`config.mk`:
```
export PLATFORM = sky130hd
export DESIGN_NAME = serial_adder_ctrl_flat
export DESIGN_NICKNAME = d
export VERILOG_FILES = /design/src/rtl/serial_adder_pkg.sv /design/src/rtl/serial_adder_ctrl_if.sv /design/src/rtl/fa_bit_cell.sv /design/src/rtl/serial_adder_ctrl.sv /design/src/flat_wrapper.sv
export SDC_FILE = /design/constraint.sdc
export NUM_CORES = 1
export LEC_CHECK = 0
export BUFFER_PORTS_ARGS = -buffer_cell sky130_fd_sc_hd__buf_2
export CAP_MARGIN = 25
export CORE_UTILIZATION = 30
export DETAILED_ROUTE_END_ITERATION = 16
export HOLD_SLACK_MARGIN = 0.1
export SETUP_SLACK_MARGIN = 0.1
export SLEW_MARGIN = 20
export SYNTH_ARGS = -nofsm -noshare
export SYNTH_HDL_FRONTEND = slang
export SYNTH_SLANG_ARGS = --single-unit
```
`constraint.sdc`:
```
create_clock -name clk -period 1.4 [get_ports clk]
set_input_delay 0.21 -clock clk [delete_from_list [all_inputs] [get_ports clk]]
set_output_delay 0.21 -clock clk [all_outputs]
set_load 0.05 [all_outputs]
```
`src/rtl/serial_adder_pkg.sv`:
```
// Shared types for the bit-serial adder: FSM state encoding and counter width.
package serial_adder_pkg;
  typedef enum logic [1:0] {IDLE = 2'd0, SHIFT = 2'd1, DONE = 2'd2} state_e;
  localparam int WIDTH_DEF = 8;
  localparam int CNT_W     = $clog2(WIDTH_DEF);
endpackage

```
`src/rtl/serial_adder_ctrl_if.sv`:
```
// Request/result bundle of the bit-serial adder; master drives operands, slave returns results.
interface serial_adder_ctrl_if #(parameter int WIDTH = 8);
  logic             start;
  logic [WIDTH-1:0] a;
  logic [WIDTH-1:0] b;
  logic             cin;
  logic             sub;
  logic             busy;
  logic             done;
  logic [WIDTH-1:0] sum;
  logic             cout;
  logic             overflow;

  modport master (output start, a, b, cin, sub,
                  input  busy, done, sum, cout, overflow);
  modport slave  (input  start, a, b, cin, sub,
                  output busy, done, sum, cout, overflow);
endinterface

```
`src/rtl/fa_bit_cell.sv`:
```
// Combinational single-bit full adder used as the serial datapath.
module fa_bit_cell (
  input  logic a_i,
  input  logic b_i,
  input  logic ci_i,
  output logic s_o,
  output logic co_o
);
  assign s_o  = a_i ^ b_i ^ ci_i;
  assign co_o = (a_i & b_i) | (ci_i & (a_i ^ b_i));
endmodule

```
`src/rtl/serial_adder_ctrl.sv`:
```
// Bit-serial adder controller: LSB-first through one full-adder cell, carry kept in a FF.
// Define SERIAL_SUB_EN to enable a-b via the sub input.
module serial_adder_ctrl
  import serial_adder_pkg::*;
#(
  parameter int WIDTH = 8
) (
  input  logic               clk,
  input  logic               rst_n,
  serial_adder_ctrl_if.slave bus
);
  localparam int            CW     = $clog2(WIDTH);
  localparam logic [CW-1:0] LAST   = CW'(WIDTH - 1);
  localparam logic [CW-1:0] PENULT = CW'(WIDTH - 2);

  state_e           state_q, state_d;
  logic [WIDTH-1:0] a_sh_q, a_sh_d, b_sh_q, b_sh_d;
  logic [WIDTH-1:0] sum_sh_q, sum_sh_d, sum_q, sum_d;
  logic [CW-1:0]    cnt_q, cnt_d;
  logic             carry_q, carry_d, c_msb_q, c_msb_d;
  logic             cout_q, cout_d, ovf_q, ovf_d;
  logic             fa_s, fa_co;

`ifndef SERIAL_SUB_EN
  logic unused_sub;
  assign unused_sub = bus.sub;
`endif

  fa_bit_cell u_fa (
    .a_i  (a_sh_q[0]),
    .b_i  (b_sh_q[0]),
    .ci_i (carry_q),
    .s_o  (fa_s),
    .co_o (fa_co)
  );

  always_comb begin
    state_d  = state_q;
    a_sh_d   = a_sh_q;
    b_sh_d   = b_sh_q;
    sum_sh_d = sum_sh_q;
    cnt_d    = cnt_q;
    carry_d  = carry_q;
    c_msb_d  = c_msb_q;
    sum_d    = sum_q;
    cout_d   = cout_q;
    ovf_d    = ovf_q;
    case (state_q)
      IDLE: begin
        if (bus.start) begin
          state_d  = SHIFT;
          a_sh_d   = bus.a;
          b_sh_d   = bus.b;
          carry_d  = bus.cin;
          cnt_d    = '0;
          sum_sh_d = '0;
          c_msb_d  = 1'b0;
`ifdef SERIAL_SUB_EN
          // two's-complement subtract: a + ~b + 1
          if (bus.sub) begin
            b_sh_d  = ~bus.b;
            carry_d = 1'b1;
          end
`endif
        end
      end
      SHIFT: begin
        sum_sh_d = {fa_s, sum_sh_q[WIDTH-1:1]};
        a_sh_d   = a_sh_q >> 1;
        b_sh_d   = b_sh_q >> 1;
        carry_d  = fa_co;
        cnt_d    = cnt_q + 1'b1;
        // carry produced by bit WIDTH-2 is the carry into the MSB
        if (cnt_q == PENULT) c_msb_d = fa_co;
        if (cnt_q == LAST) begin
          state_d = DONE;
          sum_d   = {fa_s, sum_sh_q[WIDTH-1:1]};
          cout_d  = fa_co;
          ovf_d   = c_msb_q ^ fa_co;
        end
      end
      DONE:    state_d = IDLE;
      default: state_d = IDLE;
    endcase
  end

  always_ff @(posedge clk or negedge rst_n) begin
    if (!rst_n) begin
      state_q  <= IDLE;
      a_sh_q   <= '0;
      b_sh_q   <= '0;
      sum_sh_q <= '0;
      cnt_q    <= '0;
      carry_q  <= 1'b0;
      c_msb_q  <= 1'b0;
      sum_q    <= '0;
      cout_q   <= 1'b0;
      ovf_q    <= 1'b0;
    end else begin
      state_q  <= state_d;
      a_sh_q   <= a_sh_d;
      b_sh_q   <= b_sh_d;
      sum_sh_q <= sum_sh_d;
      cnt_q    <= cnt_d;
      carry_q  <= carry_d;
      c_msb_q  <= c_msb_d;
      sum_q    <= sum_d;
      cout_q   <= cout_d;
      ovf_q    <= ovf_d;
    end
  end

  assign bus.busy     = (state_q != IDLE);
  assign bus.done     = (state_q == DONE);
  assign bus.sum      = sum_q;
  assign bus.cout     = cout_q;
  assign bus.overflow = ovf_q;
endmodule

```
`src/flat_wrapper.sv`:
```
// flat-port wrapper written by rule: the top's interface ports become plain ports
module serial_adder_ctrl_flat import serial_adder_pkg::*;
#(
  parameter int WIDTH = 8
)
  (clk, rst_n, bus_start, bus_a, bus_b, bus_cin, bus_sub, bus_busy, bus_done, bus_sum, bus_cout, bus_overflow);
  serial_adder_ctrl_if #(.WIDTH(WIDTH)) bus_i ();
  input  logic clk;
  input  logic rst_n;
  input wire logic [$bits(bus_i.start)-1:0] bus_start;
  input wire logic [$bits(bus_i.a)-1:0] bus_a;
  input wire logic [$bits(bus_i.b)-1:0] bus_b;
  input wire logic [$bits(bus_i.cin)-1:0] bus_cin;
  input wire logic [$bits(bus_i.sub)-1:0] bus_sub;
  output wire logic [$bits(bus_i.busy)-1:0] bus_busy;
  output wire logic [$bits(bus_i.done)-1:0] bus_done;
  output wire logic [$bits(bus_i.sum)-1:0] bus_sum;
  output wire logic [$bits(bus_i.cout)-1:0] bus_cout;
  output wire logic [$bits(bus_i.overflow)-1:0] bus_overflow;
  assign bus_i.start = bus_start;
  assign bus_i.a = bus_a;
  assign bus_i.b = bus_b;
  assign bus_i.cin = bus_cin;
  assign bus_i.sub = bus_sub;
  assign bus_busy = bus_i.busy;
  assign bus_done = bus_i.done;
  assign bus_sum = bus_i.sum;
  assign bus_cout = bus_i.cout;
  assign bus_overflow = bus_i.overflow;
  serial_adder_ctrl #(.WIDTH(WIDTH)) u_core (.clk(clk), .rst_n(rst_n), .bus(bus_i));
endmodule
```
==> impl_metrics.csv <==
group,metric,value,unit
drt,initialDrtViolationCount,88,
placement,hpwlAfterDp,2250,um
timing,period_utilization,99.5,%
cells_and_area,fillers,563,
timing,final-hold-violation-count,0,
placement,gp_congestion,0.680,
setup_path,start_kind,"register",
logic_synthesis,synth_top_cells_by_area,"sky130_fd_sc_hd__dfrtp_1 55%, sky130_fd_sc_hd__mux2i_1 8.2%, sky130_fd_sc_hd__mux2_2 5.6%, sky130_fd_sc_hd__nand2_1 4.5%, sky130_fd_sc_hd__a22o_2 4.4%",
floorplanning,die_h,79.9,um
drt,detailedRoute.firstPassIterationCount,4,
clock_tree,cts_tree,"done",
grt,grt_pass1_wl,6510,um
grt,vias_in_the_first_global_route,1265,
logic_synthesis,mappedNetlistArea,0.00182,mm^2
clock_tree,clock_path_buffers,2,
placement,dpl.cell_count,252,
logic_synthesis,yosysWarningCount,0,
grt,grtUsageTotal,13.9,%
setup_path,critical_path.endpoint_type,"output pin",
timing,whs,0.185,ns
clock_tree,clock-sinks,40,
cells_and_area,postLayoutCellArea,0.00264,mm^2
logic_synthesis,synth_top_cell_area_share,55.0,%
floorplanning,start_util,30.9,%
grt,grt.overflow.total,0,
logic_synthesis,postSynthNetCount,170,
drt,routed_via_density,4.56,
timing,maxSlewHeadroom,68.0,%
timing,final-max-slew-violation-count,0,
setup_path,cp.required,1.19,ns
placement,placedInstanceArea,0.00215,mm^2
min_path,worstHoldPathType,"in2reg",
timing,fin_crit,1.39,ns
grt,grt_max_degree,24,
cells_and_area,area.growth.synth_to_final,44.9,%
logic_synthesis,seq_area_frac_synth,55.0,%
logic_synthesis,top_post_synthesis_cells_by_count,"40 x sky130_fd_sc_hd__dfrtp_1, 22 x sky130_fd_sc_hd__nand2_1, 15 x sky130_fd_sc_hd__mux2i_1",
cells_and_area,instances_no_fill,277,
cells_and_area,nNetsFinal,226,
logic_synthesis,post-synth-top-count-cell,"sky130_fd_sc_hd__dfrtp_1",
floorplanning,design.die.area,0.00638,mm^2
logic_synthesis,synth-seq-cells,40,
logic_synthesis,synthesis.area_per_instance,12.6,um^2
pwr,power_density,2420,mW/mm^2
logic_synthesis,synth-edff-count,0,
cells_and_area,n_antenna_cell,0,
setup_path,worst-path-max-fanout,3,
drt,detail_route.drc_violations,0,
flow_run,max-cap-violations,0,
logic_synthesis,post_synth_num_cell_types,26,
timing,finalSetupTns,0,ns
logic_synthesis,synth_top_flop_cell,"sky130_fd_sc_hd__dfrtp_1",
timing,tightest_slew,0.479,ns
floorplanning,floorplan.core_area,0.00589,mm^2
logic_synthesis,synthCells,145,
pwr,leakagePower,0.00130,uW
placement,place.port_buffers,31,
clock_tree,htree_num_levels,2,
floorplanning,ios,33,
timing,setup_viol_count_final,0,
drt,routedWlPerCell,13.5,um
drt,route.antenna.remaining_nets,0,
drt,routed_wl,3750,um
setup_path,path_class,"reg2out",
logic_synthesis,synthDominantAreaCellType,"sky130_fd_sc_hd__dfrtp_1",
setup_path,cp_data_arrival_time,1.18,ns
timing,grt_setup_unrepaired,"yes",
logic_synthesis,synth-async-reset-ratio,100,%
grt,antenna_found_initial,0,
pwr,ir_drop,0.859,mV
floorplanning,core.rowCount,28,
drt,vias,1263,
timing,fmax,0.718,GHz
timing,finalClockSkew,0.00376,ns
run_status,outcome,"finished clean",
pwr,power,6380,uW
cells_and_area,drive_above_1_share,50.5,%
clock_tree,clkLatencyLatePin,0.29,ns
clock_tree,clk_pin_slew,0.08,ns
floorplanning,die_w,79.9,um
clock_tree,tritoncts.num_buffers,5,
clock_tree,cell_at_the_root_of_the_clock_tree,"sky130_fd_sc_hd__clkbuf_8",
state kept, by name, indices dropped and copies added, names as in the netlist:
register and flops:
u_core.carry_q 1, u_core.a_sh_q 8, u_core.cnt_q 3, u_core.state_q 2, u_core.c_msb_q 1, u_core.b_sh_q 8, u_core.bus.cout 1, u_core.bus.overflow 1
u_core.bus.sum 8, u_core.sum_sh_q 7
per-stage QoR:
stage / setup slack, ns / util (%)
6_report: 0.00648 / 44.8
5_1_grt: -0.0324 / 44.8
4_1_cts: -0.00467 / 43.5
3_5_place_dp: 0.00270 / 36.6
3_3_place_gp: 0.0219 / 36.6
2_1_floorplan: 0.0299 / -
report_power, final:
group	switching, uW	total, uW	internal (uW)	leakage, uW
combinational	1560	3410	1850	0.000743
clock	423	960	537	0.0000548
sequential	358	2010	1650	0.000507
kinds of logic after synthesis:
kind of cell    synth area share [%]
flops                           55.0
simple gates                    9.21
compound gates                  13.3
mux                             13.8
fa+ha+maj                       3.16
xor+xnor                       0.481
buf+inv                         5.09
critical path, stage by stage, from the launching register on:
cell and delay (ns):
sky130_fd_sc_hd__dfrtp_1 0.40, sky130_fd_sc_hd__buf_6 0.12, sky130_fd_sc_hd__or2_4 0.22, sky130_fd_sc_hd__buf_8 0.15
cells in the final DEF, fill, tap and decap left out, drive strengths merged, types with 2 or more instances in the layout:
cell     n
a21oi    3
a22o     8
buf     55
clkbuf   6
dfrtp   40
ha       3
inv      3
mux2     9
mux2i   15
nand2   22
nand3b   2
nor2b    4
o21ai   21
final cells by class:
cell class / instances / area [um^2] / share of cell area (%)
Clock buffer: 5 / 68.8 / 2.61
Clock inverter: 3 / 46.3 / 1.75
Multi-Input combinational cell: 95 / 891 / 33.8
Tap cell: 75 / 93.8 / 3.56
Timing Repair Buffer: 57 / 529 / 20.1
Sequential cell: 40 / 1000 / 38.0
Inverter: 2 / 7.51 / 0.284
worst paths after layout:
kind	from	end	slack (ns)	cells past startpoint
worst max register to register	u_core.state_q[1]	u_core.b_sh_q[5]	0.006	6
min in group asynchronous	rst_n	u_core.bus.sum[3]	0.41	2
worst min register to register	u_core.a_sh_q[5]	u_core.a_sh_q[5]	0.48	2
max in group asynchronous	rst_n	u_core.b_sh_q[0]	0.50	3
worst max-delay path	u_core.state_q[0]	bus_busy	0.006	3
worst min-delay path	bus_a[2]	u_core.a_sh_q[2]	0.19	3
what timing repair did:
action / CTS / global route
endpoints found under the hold margin: 17 / 0
gates cloned: 3 / 1
hold buffers: 1 / 0
pin swaps: 15 / 12
buffers inserted: 9 / 3
gates resized for setup: 34 / 14
setup endpoints to repair: 22 / 39
layer usage:
metal | GRT usage [%] | vias to the layer above | share of wire, %
li1 | - | 620 | -
met1 | 19.4 | 618 | 50
met2 | 20.8 | 23 | 46
met3 | 3.89 | 2 | 3.8
met4 | 4.29 | 0 | 0.67
met5 | 0 | - | 0
(Power assumes the default switching activity.)
